==> src/rtl/ahb_arbiter.sv <==
// Four-master AHB bus arbiter: round-robin grant with burst, INCR and optional locked-transfer hold.
// Define AHB_ARB_LOCK_EN to honour HLOCK (LOCKED state, HMASTLOCK); otherwise HLOCK is ignored.
module ahb_arbiter (
    input  logic       HCLK,
    input  logic       HRESETn,
    input  logic [3:0] HBUSREQ,
    input  logic [3:0] HLOCK,
    input  logic [1:0] HTRANS,
    input  logic [2:0] HBURST,
    input  logic       HREADY,
    output logic [3:0] HGRANT,
    output logic [1:0] HMASTER,
    output logic       HMASTLOCK
);

    localparam logic [1:0] S_ARB    = 2'd0;
    localparam logic [1:0] S_BURST  = 2'd1;
    localparam logic [1:0] S_LOCKED = 2'd2;

    localparam logic [1:0] TR_IDLE   = 2'd0;
    localparam logic [1:0] TR_NONSEQ = 2'd2;
    localparam logic [1:0] TR_SEQ    = 2'd3;

    logic [1:0] r_state;
    logic [3:0] r_grant;
    logic [1:0] r_master;
    logic       r_mastlock;
    logic [3:0] r_cnt;
    logic [1:0] r_ptr;

    logic [1:0] w_gidx;
    logic       w_arb_hit;
    logic [1:0] w_arb_idx;
    logic       w_arb_lock;
    logic       w_lock_rel;
    logic       w_mlock_nxt;
    logic       w_burst_start;
    logic [3:0] w_burst_len;
    logic       w_incr_hold;
    logic       w_rearb;
    logic [1:0] w_state_nxt;
    logic [3:0] w_grant_nxt;
    logic [1:0] w_ptr_nxt;
    logic [3:0] w_cnt_nxt;

    function automatic logic [1:0] enc_grant(input logic [3:0] g);
        case (g)
            4'b0010: enc_grant = 2'd1;
            4'b0100: enc_grant = 2'd2;
            4'b1000: enc_grant = 2'd3;
            default: enc_grant = 2'd0;
        endcase
    endfunction

    assign w_gidx = enc_grant(r_grant);

    // Search begins one past the last granted master and wraps.
    always_comb begin
        w_arb_hit = 1'b0;
        w_arb_idx = 2'd0;
        for (int k = 1; k <= 4; k++) begin
            if (!w_arb_hit && HBUSREQ[r_ptr + 2'(k)]) begin
                w_arb_hit = 1'b1;
                w_arb_idx = r_ptr + 2'(k);
            end
        end
    end

`ifdef AHB_ARB_LOCK_EN
    assign w_arb_lock  = w_arb_hit & HLOCK[w_arb_idx];
    assign w_lock_rel  = ~HLOCK[w_gidx];
    assign w_mlock_nxt = HLOCK[w_gidx];
`else
    logic w_unused_lock;
    assign w_unused_lock = ^HLOCK;
    assign w_arb_lock    = 1'b0;
    assign w_lock_rel    = 1'b1;
    assign w_mlock_nxt   = 1'b0;
`endif

    always_comb begin
        case (HBURST)
            3'd2, 3'd3: w_burst_len = 4'd3;
            3'd4, 3'd5: w_burst_len = 4'd7;
            3'd6, 3'd7: w_burst_len = 4'd15;
            default:    w_burst_len = 4'd0;
        endcase
    end

    assign w_burst_start = (HTRANS == TR_NONSEQ) && (HBURST >= 3'd2);
    assign w_incr_hold   = (HBURST == 3'd1) && (HTRANS != TR_IDLE) && HBUSREQ[w_gidx];

    // Counter holds remaining SEQ beats; the beat that takes it to zero re-arbitrates.
    always_comb begin
        w_state_nxt = r_state;
        w_grant_nxt = r_grant;
        w_ptr_nxt   = r_ptr;
        w_cnt_nxt   = r_cnt;
        w_rearb     = 1'b0;
        if (HREADY) begin
            case (r_state)
                S_ARB: begin
                    if (w_burst_start) begin
                        w_state_nxt = S_BURST;
                        w_cnt_nxt   = w_burst_len;
                    end else if (!w_incr_hold) begin
                        w_rearb = 1'b1;
                    end
                end
                S_BURST: begin
                    if (HTRANS == TR_IDLE || (HTRANS == TR_SEQ && r_cnt <= 4'd1))
                        w_rearb = 1'b1;
                    else if (HTRANS == TR_SEQ)
                        w_cnt_nxt = r_cnt - 4'd1;
                end
                S_LOCKED: w_rearb = w_lock_rel;
                default:  w_rearb = 1'b1;
            endcase
            if (w_rearb) begin
                w_cnt_nxt   = 4'd0;
                w_state_nxt = w_arb_lock ? S_LOCKED : S_ARB;
                if (w_arb_hit) begin
                    w_grant_nxt = 4'b0001 << w_arb_idx;
                    w_ptr_nxt   = w_arb_idx;
                end else begin
                    w_grant_nxt = 4'b0001;
                end
            end
        end
    end

    always_ff @(posedge HCLK or negedge HRESETn) begin
        if (!HRESETn) begin
            r_state    <= S_ARB;
            r_grant    <= 4'b0001;
            r_master   <= 2'd0;
            r_mastlock <= 1'b0;
            r_cnt      <= 4'd0;
            r_ptr      <= 2'd0;
        end else begin
            r_state <= w_state_nxt;
            r_grant <= w_grant_nxt;
            r_ptr   <= w_ptr_nxt;
            r_cnt   <= w_cnt_nxt;
            if (HREADY) begin
                r_master   <= w_gidx;
                r_mastlock <= w_mlock_nxt;
            end
        end
    end

    assign HGRANT    = r_grant;
    assign HMASTER   = r_master;
    assign HMASTLOCK = r_mastlock;

endmodule

==> config.mk <==
export PLATFORM = sky130hd
export DESIGN_NAME = ahb_arbiter
export DESIGN_NICKNAME = d
export VERILOG_FILES = /design/src/rtl/ahb_arbiter.sv
export SDC_FILE = /design/constraint.sdc
export NUM_CORES = 1
export LEC_CHECK = 0
export CORE_UTILIZATION = 45
export CTS_BUF_LIST = sky130_fd_sc_hd__clkbuf_8 sky130_fd_sc_hd__clkbuf_16
export DETAILED_ROUTE_END_ITERATION = 7
export PLACE_DENSITY_LB_ADDON = 0.08
export SLEW_MARGIN = 10
export SYNTH_ARGS = -nofsm -noshare
export SYNTH_HDL_FRONTEND = slang
export SYNTH_SLANG_ARGS = --single-unit
==> constraint.sdc <==
create_clock -name HCLK -period 2.6 [get_ports HCLK]
set_input_delay 0.52 -clock HCLK [delete_from_list [all_inputs] [get_ports HCLK]]
set_output_delay 0.52 -clock HCLK [all_outputs]
set_load 0.02 [all_outputs]
After elaboration in Yosys (flattened, before gate mapping) --
Index checks and enable logic that the tools add are counted.
Storage, ports and cells: bits in registers 14, output and inout bits 7, bits of input ports 16, logic and storage cells 91
Cells by class: reduce and logical (&&, ||, !) cells 24, equality and inequality tests 16, shift-type cells 1, add/subtract/negate cells 4, $lt $le $gt $ge 7, multiplexer cells 34
Operators by type and width (count):
- $mux 4 | 5
- $lt 2x3->1 const B | 5
- $mux 2 | 7
- $mux 1 | 13
- $eq 3x3->1 const B | 4
- $pmux 4 s3 | 1
- $bmux 1 s2 | 5
- $ne 3x3->1 const B | 3
- $pmux 4 s2 | 1
- $logic_and 1x1->1 | 7
- $eq 3x2->1 const B | 2
- $pmux 2 s3 | 1
- $reduce_and 3->1 | 2
- $reduce_bool 2->1 | 3
- $reduce_or 2->1 | 3
- $reduce_and 5->1 | 1
- $add 2x2->2 const B | 2
- $eq 2x2->1 const B | 2
- $eq 4x2->1 const B | 1
- $eq 4x3->1 const B | 1
- $eq 4x4->1 const B | 1
- $le 4x1->1 const B | 1
- $logic_not 2->1 | 2
- $shl 1x2->4 const A | 1
- other kinds (10) | 12

Longest topological paths before layout --
depth in word-level cells 15, gate-level depth with buffers 8, depth with buffers taken out 7

Least setup slack after synthesis --
OpenSTA, ideal clock, no wires.
kind input to register, start in HBURST[2], end reg r_grant[2], in the netlist HGRANT[2], library setup time 0.125 ns, arrival time 1.928 ns, stages 6, path buffers 1, slack 0.547 ns, data required time 2.475 ns, path through or4b_4 -> a211oi_2 -> nand3_2 -> and3_1 -> buf_6 -> mux2_4
Between the ends: word-level cells in the longest chain between the ends 8, elaborated cells between the ends (all ways) 10, those cells by class 1 x order compare; 1 x eq/ne; 4 x mux; 4 x reduce/logical
Ends and longest elaborated chain:
- start, declared | RTL line 9 | input logic [2:0] HBURST,
- $eq 3x1->1 | RTL line 91 | assign w_incr_hold = (HBURST == 3'd1) && (HTRANS != TR_IDLE) && HBUSREQ[w_gidx];
- $logic_and 1x1->1 (2 in series) | RTL line 91
- $mux 1 | RTL line 106 | end else if (!w_incr_hold) begin
- $mux 1 * | RTL line 103 | if (w_burst_start) begin
- $pmux 1 s2 * | RTL line 101 | case (r_state)
- $mux 1 * | RTL line 100 | if (HREADY) begin
- $reduce_and 2->1 (no line) *
- end signal, assigned | RTL line 142 | r_grant <= w_grant_nxt;
- end, declared | RTL line 25 | logic [3:0] r_grant;
Every way passes the cells marked *; elsewhere a longest branch is shown, timed or not. The select of a mux whose other input is x is not followed. A chain may end at the register's enable or synchronous reset.

Worst setup path in the final report --
Ends and elaborated chain as after synthesis.

==> results.py <==
metrics = {
    "global_routing": {
        "grt_overflow": 0,
        "maximum_number_of_pins_on_one_net_before_global_route_repair": 14,
        "grt_antenna_before_repair": 0,
        "first_global_vias": 700,
        "groute.usage.overall_pct": 18.9,
        "grt_first_pass_wirelength_mm": 3.02,
    },
    "setup_path": {
        "setup.worst_path.start_class": "primary input",
        "worstPathMaxFanout": 4,
        "timing.critical_path.arrival_ns": 2.38,
        "r2r_setup_slack_ns": 0.51,
        "worst-r2r-cell-count": 5,
        "critical_path_class": "primary input to flip-flop",
        "crit_slowest_cell": "sky130_fd_sc_hd__or4b_4",
        "rr_endpoint": "HGRANT[2]",
        "worst_stage_delay_on_the_critical_path_ns": 0.53,
        "start_of_the_worst_register_to_register_path": "r_state[0]",
        "end_kind": "flip-flop",
        "worstPathCellList": "clkdlybuf4s50_1, or4b_4, a211oi_2, nand3_2, and3_1, mux2_4",
        "cp_data_required_time_ns": 2.73,
    },
    "finish": {
        "area.sequential_um2": 327,
        "filler_cell_count": 182,
        "finish.instance_area_um2": 1200,
        "layoutNonFillerInstCount": 154,
        "area_growth_from_synthesis_to_final_layout_pct": 26.0,
        "leading_cell_type_in_the_layout_fill_and_taps_excluded": "sky130_fd_sc_hd__clkdlybuf4s50_1",
        "antenna_cells": 0,
        "utilization_pct": 60.6,
        "finish.net_count": 146,
        "layout_common_cells": "sky130_fd_sc_hd__clkdlybuf4s50_1 (17), sky130_fd_sc_hd__dfrtp_1 (12), sky130_fd_sc_hd__nor2_1 (12)",
        "drive_above_1_share_pct": 15.0,
        "multi_input_area_um2": 551,
    },
    "placement": {
        "place.gp.congestion": 0.770,
        "detailed_place_hpwl_mm": 1.45,
        "dpl.cell_count": 150,
        "detailed_place.area_um2": 1160,
        "port-buffer-count": 17,
        "post-place-ws_ns": 0.0785,
    },
    "yosys": {
        "postSynthNetCount": 124,
        "syn_avg_cell_area_um2": 8.99,
        "netlist-cell-type-count": 39,
        "yosys_warnings": 0,
        "postSynthRegisterBits": 13,
        "postSynthCellCount": 106,
        "synth_seq_area_share_pct": 34.3,
        "mappedNetlistArea_um2": 953,
    },
    "power_and_ir_drop": {
        "power_per_standard_cell_area_nw_per_um2": 867,
        "clockPowerShare_pct": 17.0,
        "switching_power_mw": 0.393,
        "p_comb_share_pct": 47.6,
        "leakage_nw": 0.523,
        "finalPower_mw": 1.04,
        "vdd.ir_drop.worst_mv": 0.577,
        "p_int_mw": 0.649,
        "power_frac_seq_pct": 35.3,
        "power.share.switching_pct": 37.7,
    },
    "clock_tree": {
        "cts_hold_repair.buffers": 0,
        "cts_buffers": 3,
        "cts_num_sinks": 13,
        "cts-root-to-sink-buffers": 2,
        "tritoncts": "yes",
        "cts_resized": 0,
        "htree_num_levels": 1,
        "postCtsSetupRepairBufs": 0,
        "clkTransAtPathRegs_ns": 0.06,
        "cts-root-buf": "sky130_fd_sc_hd__clkbuf_8",
        "clock_latency_ns": 0.24,
    },
    "sta": {
        "final_report_max_slew_violation_count": 0,
        "fin_crit_ns": 2.26,
        "worst-slew-pin-transition_ns": 0.586,
        "timing_hold_violations_final": 0,
        "timing.final.crit_share_pct": 86.8,
        "max_freq_mhz": 443,
        "timing.final.setup_violations": 0,
        "rsz_0062_raised_after_global_routing": "false",
        "final.setup.tns_ns": 0,
        "whs_ns": 0.522,
        "worst_slew_margin_rel_pct": 60.8,
        "clock-skew-final_ns": 0.000643,
        "setup_slack_ns": 0.343,
    },
    "drt": {
        "drt_drc_violations_left": 0,
        "drt-total-wl_mm": 1.89,
        "drtIter0Drc": 21,
        "firstDrtPassIters": 4,
        "via_per_inst": 5.25,
        "via_count": 809,
        "wire_per_inst_um": 12.2,
        "postRouteAntennaNets": 0,
    },
    "die": {
        "dieArea_um2": 2310,
        "floorplan.core_area_um2": 1980,
        "die_w_um": 48.0,
        "rows": 16,
        "top_level_ports": 23,
        "initial_utilization_pct": 48.1,
        "floorplan.die.height_um": 48.0,
    },
    "worst_hold_path": {
        "hold_depth": 2,
        "worstHoldEndpoint": "HMASTER[0]",
        "timing.hold.worst.start": "HMASTER[0]",
        "holdCritPathClass": "flip-flop to flip-flop",
    },
    "job": {
        "max_cap_viol_count": 0,
    },
    "run_status": {
        "status": "completed",
    },
}
==> routing by layer <==
metal | share of wire, % | global-route usage, % | vias to the layer above | wire length, um
met1 | 53 | 27.0 | 381 | 996
met2 | 44 | 28.4 | 14 | 821
met5 | 0 | 0 | - | 0
li1 | - | - | 410 | -
met3 | 2.7 | 3.40 | 4 | 50
met4 | 0.85 | 6.67 | 0 | 16
==> synth_stat cells <==
cell	number	area [um2]
sky130_fd_sc_hd__nand3_2	1	10.0
sky130_fd_sc_hd__clkbuf_1	1	3.75
sky130_fd_sc_hd__nor4b_1	1	8.76
sky130_fd_sc_hd__mux2_2	2	22.5
sky130_fd_sc_hd__inv_1	8	30.0
sky130_fd_sc_hd__or2_2	1	6.26
sky130_fd_sc_hd__nand2_1	7	26.3
sky130_fd_sc_hd__xor2_1	4	35.0
sky130_fd_sc_hd__nand3_1	2	10.0
sky130_fd_sc_hd__nor3b_1	3	22.5
sky130_fd_sc_hd__a22oi_1	1	7.51
sky130_fd_sc_hd__nand4_1	1	6.26
sky130_fd_sc_hd__buf_6	2	22.5
sky130_fd_sc_hd__mux2i_1	5	50.1
sky130_fd_sc_hd__nor2_1	12	45.0
sky130_fd_sc_hd__o22ai_1	1	6.26
sky130_fd_sc_hd__o22a_1	1	8.76
sky130_fd_sc_hd__a211oi_2	1	12.5
sky130_fd_sc_hd__dfrtp_1	12	300
sky130_fd_sc_hd__buf_2	1	5.00
sky130_fd_sc_hd__nand2b_1	3	18.8
sky130_fd_sc_hd__a221o_1	1	10.0
sky130_fd_sc_hd__a221oi_1	1	8.76
sky130_fd_sc_hd__nor2b_1	1	6.26
sky130_fd_sc_hd__conb_1	1	3.75
sky130_fd_sc_hd__or4b_4	1	13.8
sky130_fd_sc_hd__mux2_4	3	45.0
sky130_fd_sc_hd__a21boi_0	1	7.51
sky130_fd_sc_hd__a41oi_1	1	8.76
sky130_fd_sc_hd__nor3_1	3	15.0
sky130_fd_sc_hd__and3_1	2	12.5
sky130_fd_sc_hd__nand3b_1	3	22.5
sky130_fd_sc_hd__a21oi_1	3	15.0
sky130_fd_sc_hd__o21bai_1	1	7.51
sky130_fd_sc_hd__o21ai_0	7	35.0
sky130_fd_sc_hd__ha_1	2	25.0
sky130_fd_sc_hd__dfstp_2	1	26.3
sky130_fd_sc_hd__a211o_1	2	17.5
sky130_fd_sc_hd__buf_4	2	15.0
==> power groups by stage <==
stage          Sequential, mW  Clock [mW]  Combinational (mW)
2_1_floorplan           0.390           0               0.308
3_3_place_gp            0.370           0               0.492
3_5_place_dp            0.372           0               0.498
4_1_cts                 0.369       0.181               0.500
5_1_grt                 0.383       0.191               0.559
6_report                0.368       0.177               0.496
==> critical path, delay by kind of cell <==
| family | cells | cell delay, ns |
|---|---|---|
| simple gates | 3 | 0.91 |
| buf+inv | 1 | 0.42 |
| mux | 1 | 0.31 |
| compound gates | 1 | 0.22 |
==> state kept, by name, indices dropped and copies added, names as in the netlist <==
name and count:
HGRANT 4, r_cnt 4, r_state 1, r_ptr 2, HMASTER 2
==> how the worst max path moves through the flow <==
stage / startpoint / depth (start not counted) / slack [ns] / end
final: HBURST[2] / 6 / 0.34 / HGRANT[2]
after global routing: HBURST[2] / 6 / 0.26 / HGRANT[2]
after CTS: HBURST[2] / 6 / 0.33 / HGRANT[2]
after detailed placement: HBURST[2] / 6 / 0.08 / HGRANT[2]
after global placement: HBURST[2] / 6 / 0.10 / HGRANT[2]
after floorplan: HBURST[2] / 6 / 0.55 / HGRANT[2]
==> layout make-up <==
class                           instances  share of cell area, %
Multi-Input combinational cell         79                   45.8
Sequential cell                        13                   27.2
Timing Repair Buffer                   23                   17.9
Clock buffer                            3                   3.44
Tap cell                               27                   2.81
Inverter                                8                   2.50
Clock inverter                          1                  0.313
==> logic make-up (layout without fill, tap and decap cells) <==
| group | after synthesis | after routing | synth area share (%) |
|---|---|---|---|
| other cells | 1 | 1 | 0.393 |
| flops | 13 | 13 | 34.3 |
| simple gates | 41 | 41 | 23.5 |
| buf+inv | 14 | 35 | 8.00 |
| compound gates | 21 | 21 | 15.2 |
| xor+xnor | 4 | 4 | 3.67 |
| fa+ha+maj | 2 | 2 | 2.62 |
| mux | 10 | 10 | 12.3 |
Power figures use the tool's default switching activity.
